[config.mk]
export PLATFORM = sky130hd
export DESIGN_NAME = mux2_stream_arbiter_flat
export DESIGN_NICKNAME = d
export VERILOG_FILES = /design/src/rtl/mux2_stream_arbiter_if.sv /design/src/rtl/mux2_stream_arbiter.sv /design/src/flat_wrapper.sv
export SDC_FILE = /design/constraint.sdc
export NUM_CORES = 1
export LEC_CHECK = 0
export BUFFER_PORTS_ARGS = -buffer_cell sky130_fd_sc_hd__buf_2
export CAP_MARGIN = 15
export CORE_MARGIN = 3
export CORE_UTILIZATION = 40
export CTS_CLUSTER_DIAMETER = 30
export DETAILED_ROUTE_END_ITERATION = 10
export PLACE_DENSITY = 0.84
export SLEW_MARGIN = 0
export SYNTH_ARGS = -nofsm -noshare
export SYNTH_HDL_FRONTEND = slang
export SYNTH_SLANG_ARGS = --single-unit
[constraint.sdc]
create_clock -name clk -period 2.05 [get_ports clk]
set_input_delay 0.3075 -clock clk [delete_from_list [all_inputs] [get_ports clk]]
set_output_delay 0.3075 -clock clk [all_outputs]
set_load 0.03 [all_outputs]
[src/rtl/mux2_stream_arbiter_if.sv]
// Stream bundle for the 2:1 arbiter: two valid/ready inputs plus the registered output beat.
// The master modport drives the inputs; the slave modport is the arbiter side.
interface mux2_stream_arbiter_if #(
   parameter int DATA_W = 8
);
   logic              in0_valid;
   logic [DATA_W-1:0] in0_data;
   logic              in0_last;
   logic              in0_ready;
   logic              in1_valid;
   logic [DATA_W-1:0] in1_data;
   logic              in1_last;
   logic              in1_ready;
   logic              out_valid;
   logic [DATA_W-1:0] out_data;
   logic              out_last;
   logic              out_sel;
   logic              out_ready;

   modport master (
      output in0_valid, in0_data, in0_last,
      output in1_valid, in1_data, in1_last,
      output out_ready,
      input  in0_ready, in1_ready,
      input  out_valid, out_data, out_last, out_sel
   );

   modport slave (
      input  in0_valid, in0_data, in0_last,
      input  in1_valid, in1_data, in1_last,
      input  out_ready,
      output in0_ready, in1_ready,
      output out_valid, out_data, out_last, out_sel
   );
endinterface

[src/rtl/mux2_stream_arbiter.sv]
// Round-robin 2:1 stream arbiter with packet locking and one registered output stage.
// Optional saturating per-input grant counters are enabled by MUX2_ARB_GRANT_CNT_EN.
module mux2_stream_arbiter #(
   parameter int DATA_W = 8,
   parameter int CNT_W  = 16
) (
   input  logic             clk,
   input  logic             rst_n,
   mux2_stream_arbiter_if.slave bus,
   output logic [CNT_W-1:0] grant0_cnt,
   output logic [CNT_W-1:0] grant1_cnt
);

   typedef enum logic [1:0] {UNLOCKED, LOCK0, LOCK1} state_t;

   state_t            state_q, state_d;
   logic              rr_last;
   logic              load_en;
   logic              grant_vld;
   logic              grant_sel;
   logic [DATA_W-1:0] win_data;
   logic              win_last;

   logic              vld_p1;
   logic [DATA_W-1:0] data_p1;
   logic              last_p1;
   logic              sel_p1;

   assign load_en = !vld_p1 || bus.out_ready;

   // Grant decision; a grant always implies the granted input is valid, so grant == accept.
   always_comb begin
      grant_vld = 1'b0;
      grant_sel = 1'b0;
      if (load_en) begin
         case (state_q)
            UNLOCKED: begin
               if (bus.in0_valid && bus.in1_valid) begin
                  grant_vld = 1'b1;
                  grant_sel = ~rr_last;
               end else if (bus.in0_valid) begin
                  grant_vld = 1'b1;
               end else if (bus.in1_valid) begin
                  grant_vld = 1'b1;
                  grant_sel = 1'b1;
               end
            end
            LOCK0: grant_vld = bus.in0_valid;
            LOCK1: begin
               grant_vld = bus.in1_valid;
               grant_sel = 1'b1;
            end
            default: grant_vld = 1'b0;
         endcase
      end
   end

   assign bus.in0_ready = grant_vld && !grant_sel;
   assign bus.in1_ready = grant_vld && grant_sel;
   assign win_data      = grant_sel ? bus.in1_data : bus.in0_data;
   assign win_last      = grant_sel ? bus.in1_last : bus.in0_last;

   always_comb begin
      state_d = state_q;
      if (grant_vld) begin
         case (state_q)
            UNLOCKED: if (!win_last) state_d = grant_sel ? LOCK1 : LOCK0;
            LOCK0,
            LOCK1:    if (win_last) state_d = UNLOCKED;
            default:  state_d = UNLOCKED;
         endcase
      end
   end

   always_ff @(posedge clk or negedge rst_n) begin
      if (!rst_n) begin
         state_q <= UNLOCKED;
         rr_last <= 1'b1;
      end else begin
         state_q <= state_d;
         if (grant_vld) rr_last <= grant_sel;
      end
   end

   // Output stage p1: payload holds whenever no beat is loaded, so a dropped valid keeps old data.
   always_ff @(posedge clk or negedge rst_n) begin
      if (!rst_n) begin
         vld_p1  <= 1'b0;
         data_p1 <= '0;
         last_p1 <= 1'b0;
         sel_p1  <= 1'b0;
      end else if (load_en) begin
         vld_p1 <= grant_vld;
         if (grant_vld) begin
            data_p1 <= win_data;
            last_p1 <= win_last;
            sel_p1  <= grant_sel;
         end
      end
   end

   assign bus.out_valid = vld_p1;
   assign bus.out_data  = data_p1;
   assign bus.out_last  = last_p1;
   assign bus.out_sel   = sel_p1;

`ifdef MUX2_ARB_GRANT_CNT_EN
   function automatic logic [CNT_W-1:0] sat_inc(input logic [CNT_W-1:0] v);
      return (&v) ? v : v + CNT_W'(1);
   endfunction

   logic [CNT_W-1:0] cnt0_q, cnt1_q;

   always_ff @(posedge clk or negedge rst_n) begin
      if (!rst_n) begin
         cnt0_q <= '0;
         cnt1_q <= '0;
      end else if (grant_vld) begin
         if (grant_sel) cnt1_q <= sat_inc(cnt1_q);
         else           cnt0_q <= sat_inc(cnt0_q);
      end
   end

   assign grant0_cnt = cnt0_q;
   assign grant1_cnt = cnt1_q;
`else
   assign grant0_cnt = '0;
   assign grant1_cnt = '0;
`endif

endmodule

[src/flat_wrapper.sv]
// flat-port wrapper written by rule: the top's interface ports become plain ports
module mux2_stream_arbiter_flat 
#(
   parameter int DATA_W = 8,
   parameter int CNT_W  = 16
)
  (clk, rst_n, grant0_cnt, grant1_cnt, bus_in0_valid, bus_in0_data, bus_in0_last, bus_in1_valid, bus_in1_data, bus_in1_last, bus_out_ready, bus_in0_ready, bus_in1_ready, bus_out_valid, bus_out_data, bus_out_last, bus_out_sel);
  mux2_stream_arbiter_if #(.DATA_W(DATA_W)) bus_i ();
  input  logic clk;
  input  logic rst_n;
  output logic [CNT_W-1:0] grant0_cnt;
  output logic [CNT_W-1:0] grant1_cnt;
  input wire logic [$bits(bus_i.in0_valid)-1:0] bus_in0_valid;
  input wire logic [$bits(bus_i.in0_data)-1:0] bus_in0_data;
  input wire logic [$bits(bus_i.in0_last)-1:0] bus_in0_last;
  input wire logic [$bits(bus_i.in1_valid)-1:0] bus_in1_valid;
  input wire logic [$bits(bus_i.in1_data)-1:0] bus_in1_data;
  input wire logic [$bits(bus_i.in1_last)-1:0] bus_in1_last;
  input wire logic [$bits(bus_i.out_ready)-1:0] bus_out_ready;
  output wire logic [$bits(bus_i.in0_ready)-1:0] bus_in0_ready;
  output wire logic [$bits(bus_i.in1_ready)-1:0] bus_in1_ready;
  output wire logic [$bits(bus_i.out_valid)-1:0] bus_out_valid;
  output wire logic [$bits(bus_i.out_data)-1:0] bus_out_data;
  output wire logic [$bits(bus_i.out_last)-1:0] bus_out_last;
  output wire logic [$bits(bus_i.out_sel)-1:0] bus_out_sel;
  assign bus_i.in0_valid = bus_in0_valid;
  assign bus_i.in0_data = bus_in0_data;
  assign bus_i.in0_last = bus_in0_last;
  assign bus_i.in1_valid = bus_in1_valid;
  assign bus_i.in1_data = bus_in1_data;
  assign bus_i.in1_last = bus_in1_last;
  assign bus_i.out_ready = bus_out_ready;
  assign bus_in0_ready = bus_i.in0_ready;
  assign bus_in1_ready = bus_i.in1_ready;
  assign bus_out_valid = bus_i.out_valid;
  assign bus_out_data = bus_i.out_data;
  assign bus_out_last = bus_i.out_last;
  assign bus_out_sel = bus_i.out_sel;
  mux2_stream_arbiter #(.DATA_W(DATA_W), .CNT_W(CNT_W)) u_core (.clk(clk), .rst_n(rst_n), .bus(bus_i), .grant0_cnt(grant0_cnt), .grant1_cnt(grant1_cnt));
endmodule
Word-level counts from Yosys, hierarchy flattened
Cells that the tools add are included.
{ "word_totals": {"register_bits": 14, "inputBits": 23, "elab_cells": 36} }
{ "op_classes": {"eq_ne": 4, "n_mux": 15, "n_bitwise": 1, "n_reduce_logical": 10} }
{ "ops": {"columns": ["operator", "count"], "rows": [
  ["1-bit 2-to-1 mux", 8],
  ["8-bit 2-to-1 mux", 1],
  ["2-bit 2-to-1 mux", 3],
  ["2-bit one-hot mux with 2 select lines", 1],
  ["1-bit logical AND", 3],
  ["1-bit one-hot mux with 3 select lines", 1],
  ["3-bit AND reduction", 1],
  ["2-bit by 1-bit == test with 1-bit output (second input constant)", 1],
  ["2-bit == test (second input constant)", 1],
  ["1-bit zero test", 2],
  ["2-bit zero test", 1],
  ["2-bit by 1-bit inequality test with 1-bit output (second input constant)", 1],
  ["2-bit inequality test (second input constant)", 1],
  ["1-bit one-hot mux with 2 select lines", 1],
  ["2-bit AND reduction", 1],
  ["2-bit OR reduction", 1],
  ["1-bit logical OR", 1],
  ["1-bit NOT", 1]
]} }

Logic depth before layout (Yosys ltp)
Gate-level depths: netlist of the first run.
{ "depth": {"ltp_word": 8, "ltp_mapped": 8, "mapped_depth_nobuf": 7} }

Worst setup path before layout of the first run
Ideal clock, no wire load.
{ "synth_timing": {"kind": "register -> output", "startpoint": "register u_core.state_q[0]", "endpoint": "output bus_in1_ready", "arrival_time_ns": 1.729, "setup_slack_ns": 0.014, "path_stages_with_launch": 7, "path_cell_list": "dfrtp_1 > inv_1 > ha_1 > buf_4 > o21ai_1 > a21o_1 > nor3_1"} }
{ "synth_between": {"elab_chain_cells": 4} }
{ "synth_lines": {"columns": ["element", "line_no", "text"], "rows": [
  ["start, declared", "mux2_stream_arbiter.sv:16", "state_t state_q, state_d;"],
  ["start signal, assigned", "mux2_stream_arbiter.sv:80", "state_q <= state_d;"],
  ["2-bit == test, or another cell as far along", "mux2_stream_arbiter.sv:36", "case (state_q)"],
  ["1-bit one-hot mux with 3 select lines or 1-bit one-hot mux with 2 select lines (tied branches)", "mux2_stream_arbiter.sv:36", null],
  ["1-bit 2-to-1 mux", "mux2_stream_arbiter.sv:35", "if (load_en) begin"],
  ["1-bit logical AND (*)", "mux2_stream_arbiter.sv:59", "assign bus.in1_ready = grant_vld && grant_sel;"],
  ["end, declared", "flat_wrapper.sv:21", "output wire logic [$bits(bus_i.in1_ready)-1:0] bus_in1_ready;"]
]} }
Mark *: on every way between the ends. The rest lies on a longest branch, timed or not.

Worst setup path in the final report of the first run
{ "layout_timing": {"startpoint": "register u_core.state_q[1]", "endpoint": "output bus_in0_ready"} }
{ "layout_between": {"elab_chain_cells": 5} }
{ "layout_lines": {"columns": ["element", "line_no", "text"], "rows": [
  ["2-bit == test or 2-bit zero test (tied branches)", "mux2_stream_arbiter.sv:36", null],
  ["1-bit one-hot mux with 2 select lines", "mux2_stream_arbiter.sv:36", null],
  ["1-bit 2-to-1 mux", "mux2_stream_arbiter.sv:35", null],
  ["1-bit zero test", "mux2_stream_arbiter.sv:58", "assign bus.in0_ready = grant_vld && !grant_sel;"],
  ["1-bit logical AND (*)", "mux2_stream_arbiter.sv:58", null],
  ["end, declared", "flat_wrapper.sv:20", "output wire logic [$bits(bus_i.in0_ready)-1:0] bus_in0_ready;"]
]} }
Marks and branches as above.

==> results of run 1 <==
-- timing repair --
action / in CTS / in global routing
setup buffers: 3 / 2
setup endpoints to repair: 3 / 3
hold endpoints to repair: 13 / 0
pin swaps: 1 / 2
resized for setup: 10 / 5
hold buffers: 1 / 0
-- worst max path at each step --
stage                           start           endpoint  slack (ps)  cells past startpoint
finish              u_core.state_q[1]      bus_in0_ready          50                      7
global route        u_core.state_q[1]      bus_in0_ready         -40                      7
CTS                 u_core.state_q[0]      bus_in0_ready           2                      7
detailed placement  u_core.state_q[0]  u_core.state_q[0]           5                      8
global placement    u_core.state_q[0]      bus_in0_ready         170                      6
floorplan           u_core.state_q[0]      bus_in1_ready          10                      6
-- Yosys cell counts (all sizes together), types with 2 or more instances --
library cell	number
inv	3
nor2	16
a21oi	9
ha	4
nand4	2
nand2	4
buf	35
o21ai	3
dfrtp	13
mux2i	9
a31oi	2
-- area by class of cell --
class | count | area [um2] | area share [%]
Multi-Input combinational cell | 92 | 584 | 46.8
Sequential cell | 14 | 352 | 28.2
Timing Repair Buffer | 42 | 239 | 19.2
Tap cell | 28 | 35.0 | 2.81
Clock buffer | 4 | 26.3 | 2.11
Inverter | 3 | 11.3 | 0.903
-- where the power goes --
group,internal (W),switching (W),total (W)
clock,0.0000754,0.0000838,0.000159
sequential,0.000276,0,0.000276
combinational,0.0000222,0.0000963,0.000118
-- worst register-to-register path: stages, from the launching register on --
cell and delay (ps):
dfrtp_1 410, inv_2 110, ha_4 210, o21ai_4 70, a211oi_2 260, buf_4 140
buf_4 230, nor2_1 70, a31oi_1 160, o211ai_1 110
-- kinds of logic (layout without fill, tap and decap cells) --
family	after synthesis	in the layout	synth area share, %
other	1	32	0.360
AOI/OAI and AO/OA	21	21	14.5
and+or+nand+nor	26	26	11.9
adders and majority gates	4	4	4.80
muxes	9	9	8.64
DFF	14	14	33.7
buffers and inverters	38	49	26.0
-- through the flow --
step	total power, W	utilization [%]	cells	hold slack (ps)	worst slack (ps)
4_1_cts	0.000560	51.8	181	314	2.35
6_report	0.000554	53.3	183	324	45.5
3_5_place_dp	0.000395	47.7	173	221	5.04
3_3_place_gp	0.000394	47.7	173	214	172
2_1_floorplan	0.000415	-	144	11.9	14.0
5_1_grt	0.000582	53.3	183	320	-41.8
-- per-layer routing --
layer	routed length [um]	vias to the layer above
met1	865	381
met4	38	0
met5	0	-
li1	-	402
met3	198	4
met2	1120	52
-- registers in the layout, indices dropped and copies added (netlist names) --
signal	count
u_core.bus.out_sel	1
u_core.rr_last	1
u_core.bus.out_last	1
u_core.bus.out_data	8
u_core.bus.out_valid	1
u_core.state_q	2
==> results.md, run 1 <==
* TNS Setup at 0 ps
* Area leader, netlist: dfrtp_1
* ANT nets after route at 0
* Final instance area at 1250 um2
* Final Hold Fails at 0
* Mapped Avg Cell Area at 9.22 um2
* WHS Path Cells at 3
* Num Clock Sinks at 14
* Commonest non-fill, non-tap cell in the layout: buf_2
* Post-synth EDFFs at 0
* Peak supply drop at 0.369 mV
* M1 GR Usage at 15.3%
* Global-route wire length before repair at 3410 um
* 1st-iter DRT viols at 12
* Largest stage delay on the critical path at 410 ps
* Die W at 57.0 um
* IO Port Bufs at 35
* Initial Util at 44.5%
* Routed vias at 839
* Hold Startpoint: bus_in0_data[7]
* Total core area at 2340 um2
* Drt first pass iters at 4
* Crit path max fanout at 8
* CP Cell Sequence: inv_2, ha_4, o21ai_4, a211oi_2, nand2_1, inv_2, buf_6
* Seq cells post-synth at 14
* Gr busiest metal: met2
* Hpwl dp at 1710 um
* Die ar. at 3250 um2
* Worst reg2reg setup slack at 140 ps
* Filler cells at 215
* LEAKAGE at 0.641 nW
* Startpoint Class: flop
* Worst EP required at 1740 ps
* Post-synth ARST share at 100%
* Largest net degree at the start of global routing at 24
* Antenna cell count at 0
* Buf/Inv on CP at 3
* Grt ovf at 0
* RSZ-0062 raised after global routing: true
* Drt total wl at 2230 um
* Max capacitance violation total at 0
* Gpl congestion at 0.829
* Post-synthesis sequential area ratio at 33.7%
* H-tree levels at 1
* Cell Pwr Density at 444 nW/um2
* Final worst-path cycle share at 97.8%
* Main flop type after synthesis: dfrtp_1
* Grt met2 use at 22.3%
* Synthesized cell area at 1040 um2
* Layout cells sized above 1 at 36.8%
* Synth Warn # at 0
* I/O Pins at 68
* Post-synth cell types at 27
* Worst-Skew Late Latency at 270 ps
* Synth top area share at 31.2%
* Clock Skews at 5.31 ps
* DRC viols at 0
* Synth top area cells: dfrtp_1 31%, buf_4 24%, mux2i_1 8.6%
* Fmax at 0.499 GHz
* HP Class: in2reg
* CP dominant cell by count: inv_2
* Placed cell area at 1120 um2
* Antenna violations before repair at 0
* Reg2Reg Capture Point: u_core.state_q[0]
* Vias in the first global route at 781
* Die Height at 57.0 um
* Longest Clk Path Bufs at 2
* Nets at 183
* Hold EP: u_core.bus.out_data[7]
* Clock transition at path regs at 80 ps
* # rows at 17
* Critical Path Sink Type: primary output
* Inserted Clock Buffers at 3
* Delay-heaviest family, CP: flip-flops
* Crit path kind: reg2out
* Worst r2r src: u_core.state_q[1]
* Via-to-Cell Ratio at 4.58
* Most frequent cells in the layout: 33 x buf_2, 32 x conb_1, 15 x nor2_1
* Final count of pins violating max slew at 0
* Final Critical Period at 2000 ps
* Arr. time, crit path at 1700 ps
* CP max stage cell: dfrtp_1
* Post-Syn Instances at 113
* Clock root buffer: clkbuf_4
* Total GRT Usage at 13.0%
* Average wire per standard cell at 12.2 um
* Final setup vio count at 0
* CTS tree: yes
* Status: completed
* GRT met3 Usage at 2.71%
* Worst reg2reg path depth at 9
* Area grow syn2layout at 19.7%
(Power assumes the default switching activity.)
==> inputs of run 2 (changes only) <==
--- a/config.mk
+++ b/config.mk
@@ -9,6 +9,7 @@
 export CAP_MARGIN = 15
 export CORE_MARGIN = 3
 export CORE_UTILIZATION = 40
+export CTS_BUF_LIST = sky130_fd_sc_hd__clkbuf_2
 export CTS_CLUSTER_DIAMETER = 30
 export DETAILED_ROUTE_END_ITERATION = 10
 export PLACE_DENSITY = 0.84
==> results.md, run 2 (synthesized netlist as in run 1, its figures left out) <==
* Area grow syn2layout at 22.6% (was 19.7%)
* WHS Path Cells at 3 (unchanged)
* ANT nets after route at 0 (unchanged)
* Register area at 352 um2 (unchanged)
* Gpl congestion at 0.829 (unchanged)
* Drt first pass iters at 4 (unchanged)
* Commonest non-fill, non-tap cell in the layout: buf_2 (unchanged)
* Final setup vio count at 0 (unchanged)
* Total GRT Usage at 13.3% (was 13.0%)
* Num Clock Sinks at 14 (unchanged)
* Max reg flops at 8 (unchanged)
* RSZ-0062 raised after global routing: true (unchanged)
* Cell Pwr Density at 416 nW/um2 (was 444 nW/um2)
* Grt ovf at 0 (unchanged)
* HP Class: in2reg (unchanged)
* Filler cells at 208 (was 215)
* Critical Path Sink Type: primary output (unchanged)
* Largest net degree at the start of global routing at 24 (unchanged)
* Antenna violations before repair at 0 (unchanged)
* Worst reg2reg path depth at 9 (unchanged)
* Crit path kind: reg2out (unchanged)
* Clock Skews at 5.75 ps (was 5.31 ps)
* Layout cells sized above 1 at 39.2% (was 36.8%)
* Longest Clk Path Bufs at 2 (unchanged)
* Final worst-path cycle share at 97.0% (was 97.8%)
* Crit path max fanout at 4 (was 8)
* Initial Util at 44.5% (unchanged)
* Via-to-Cell Ratio at 4.52 (was 4.58)
* Nets at 186 (was 183)
* Peak supply drop at 0.334 mV (was 0.369 mV)
* H-tree levels at 1 (unchanged)
* Final Critical Period at 1990 ps (was 2000 ps)
* Pwr Total at 0.000531 W (was 0.000554 W)
* Footprint of the multi-input gates at 598 um2 (was 584 um2)
* Clock transition at path regs at 130 ps (was 80 ps)
* Final count of pins violating max slew at 0 (unchanged)
* 1st-iter DRT viols at 5 (was 12)
* Max capacitance violation total at 0 (unchanged)
* Average wire per standard cell at 12.5 um (was 12.2 um)
* Die W at 57.0 um (unchanged)
* Startpoint Class: flop (unchanged)
* IO Port Bufs at 35 (unchanged)
* Global-route wire length before repair at 3520 um (was 3410 um)
* Hpwl dp at 1710 um (unchanged)
* Fmax at 0.503 GHz (was 0.499 GHz)
* Hold_ws at 325 ps (was 324 ps)
* Clock root buffer: clkbuf_2 (was clkbuf_4)
* LEAKAGE at 0.661 nW (was 0.641 nW)
* Worst reg2reg setup slack at 130 ps (was 140 ps)
* Worst EP required at 1740 ps (about the same)
* CTS tree: yes (unchanged)
* TNS Setup at 0 ps (unchanged)
* Drt total wl at 2330 um (was 2230 um)
* DRC viols at 0 (unchanged)
* Most frequent cells in the layout: 33 x buf_2, 32 x conb_1, 15 x nor2_1 (unchanged)
* Routed vias at 840 (was 839)
* Dpl ws at 5.04 ps (unchanged)
* # rows at 17 (unchanged)
* Final Hold Fails at 0 (unchanged)
* Inserted Clock Buffers at 3 (unchanged)
* I/O Pins at 68 (unchanged)
* Arr. time, crit path at 1680 ps (was 1700 ps)
* Status: completed (unchanged)
* Antenna cell count at 0 (unchanged)
* Total core area at 2340 um2 (unchanged)
* Worst-Skew Late Latency at 260 ps (was 270 ps)
* Die Height at 57.0 um (unchanged)
* Vias in the first global route at 815 (was 781)
* Die ar. at 3250 um2 (unchanged)
* Post-route setup slack at 61.4 ps (was 45.5 ps)
## run 2: changes by cell type in the layout (fill, tap and decap cells not counted), sizes merged
cell	change
buf	+3
## run 2: worst paths after layout
| path | startpoint | to |
|---|---|---|
| min | bus_in0_data[7] | u_core.bus.out_data[7] |
| max reg2reg | u_core.state_q[1] | u_core.state_q[0] |
| min reg2reg | u_core.rr_last | u_core.rr_last |
| max in group asynchronous | rst_n | u_core.rr_last |
| min in group asynchronous | rst_n | u_core.state_q[1] |
| max | u_core.state_q[1] | bus_in0_ready |
## run 2: area by class of cell
type / count / area share, %
multi-input cells: 92 / 46.8
flip-flops and latches: 14 / 27.5
repair buffers: 45 / 20.5
well taps: 28 / 2.74
clock buffers: 4 / 1.57
inverters: 3 / 0.881
## run 2: metrics by stage
| step | cell area (um2) | cells | utilization, % |
|---|---|---|---|
| 6_report | 1280 | 186 | 54.6 |
| 2_1_floorplan | 1160 | 144 | - |
| 3_3_place_gp | 1120 | 173 | 47.7 |
| 3_5_place_dp | 1120 | 173 | 47.7 |
| 4_1_cts | 1230 | 184 | 52.5 |
| 5_1_grt | 1280 | 186 | 54.6 |
## run 2: power by group
| group | internal (W) | switching (W) |
|---|---|---|
| registers | 0.000276 | 0 |
| logic | 0.0000222 | 0.0000965 |
| clock network | 0.0000518 | 0.0000841 |
## run 2: worst max-delay path, stage by stage, from the launching register on
cell      delay, ps
dfrtp_1         430
inv_2           110
ha_2            200
o21ai_4          70
a211oi_2        250
nand2_1         130
inv_2           100
buf_6           130
## run 2: metal layers
| metal | share of wire (%) | vias up | wire length, um | global-route usage [%] |
|---|---|---|---|---|
| li1 | - | 407 | - | - |
| met1 | 39 | 381 | 899 | 15.0 |
| met2 | 52 | 50 | 1220 | 23.7 |
| met3 | 8.2 | 2 | 192 | 2.94 |
| met4 | 0.69 | 0 | 16 | 6.29 |
| met5 | 0 | - | 0 | 0 |
## run 2: what timing repair did
action | in CTS | in global routing
pin swaps | 2 | 2
hold buffers | 1 | 0
buffers inserted | 6 | 2
endpoints found under the setup margin | 3 | 4
endpoints found under the hold margin | 13 | 0
resized for setup | 10 | 7
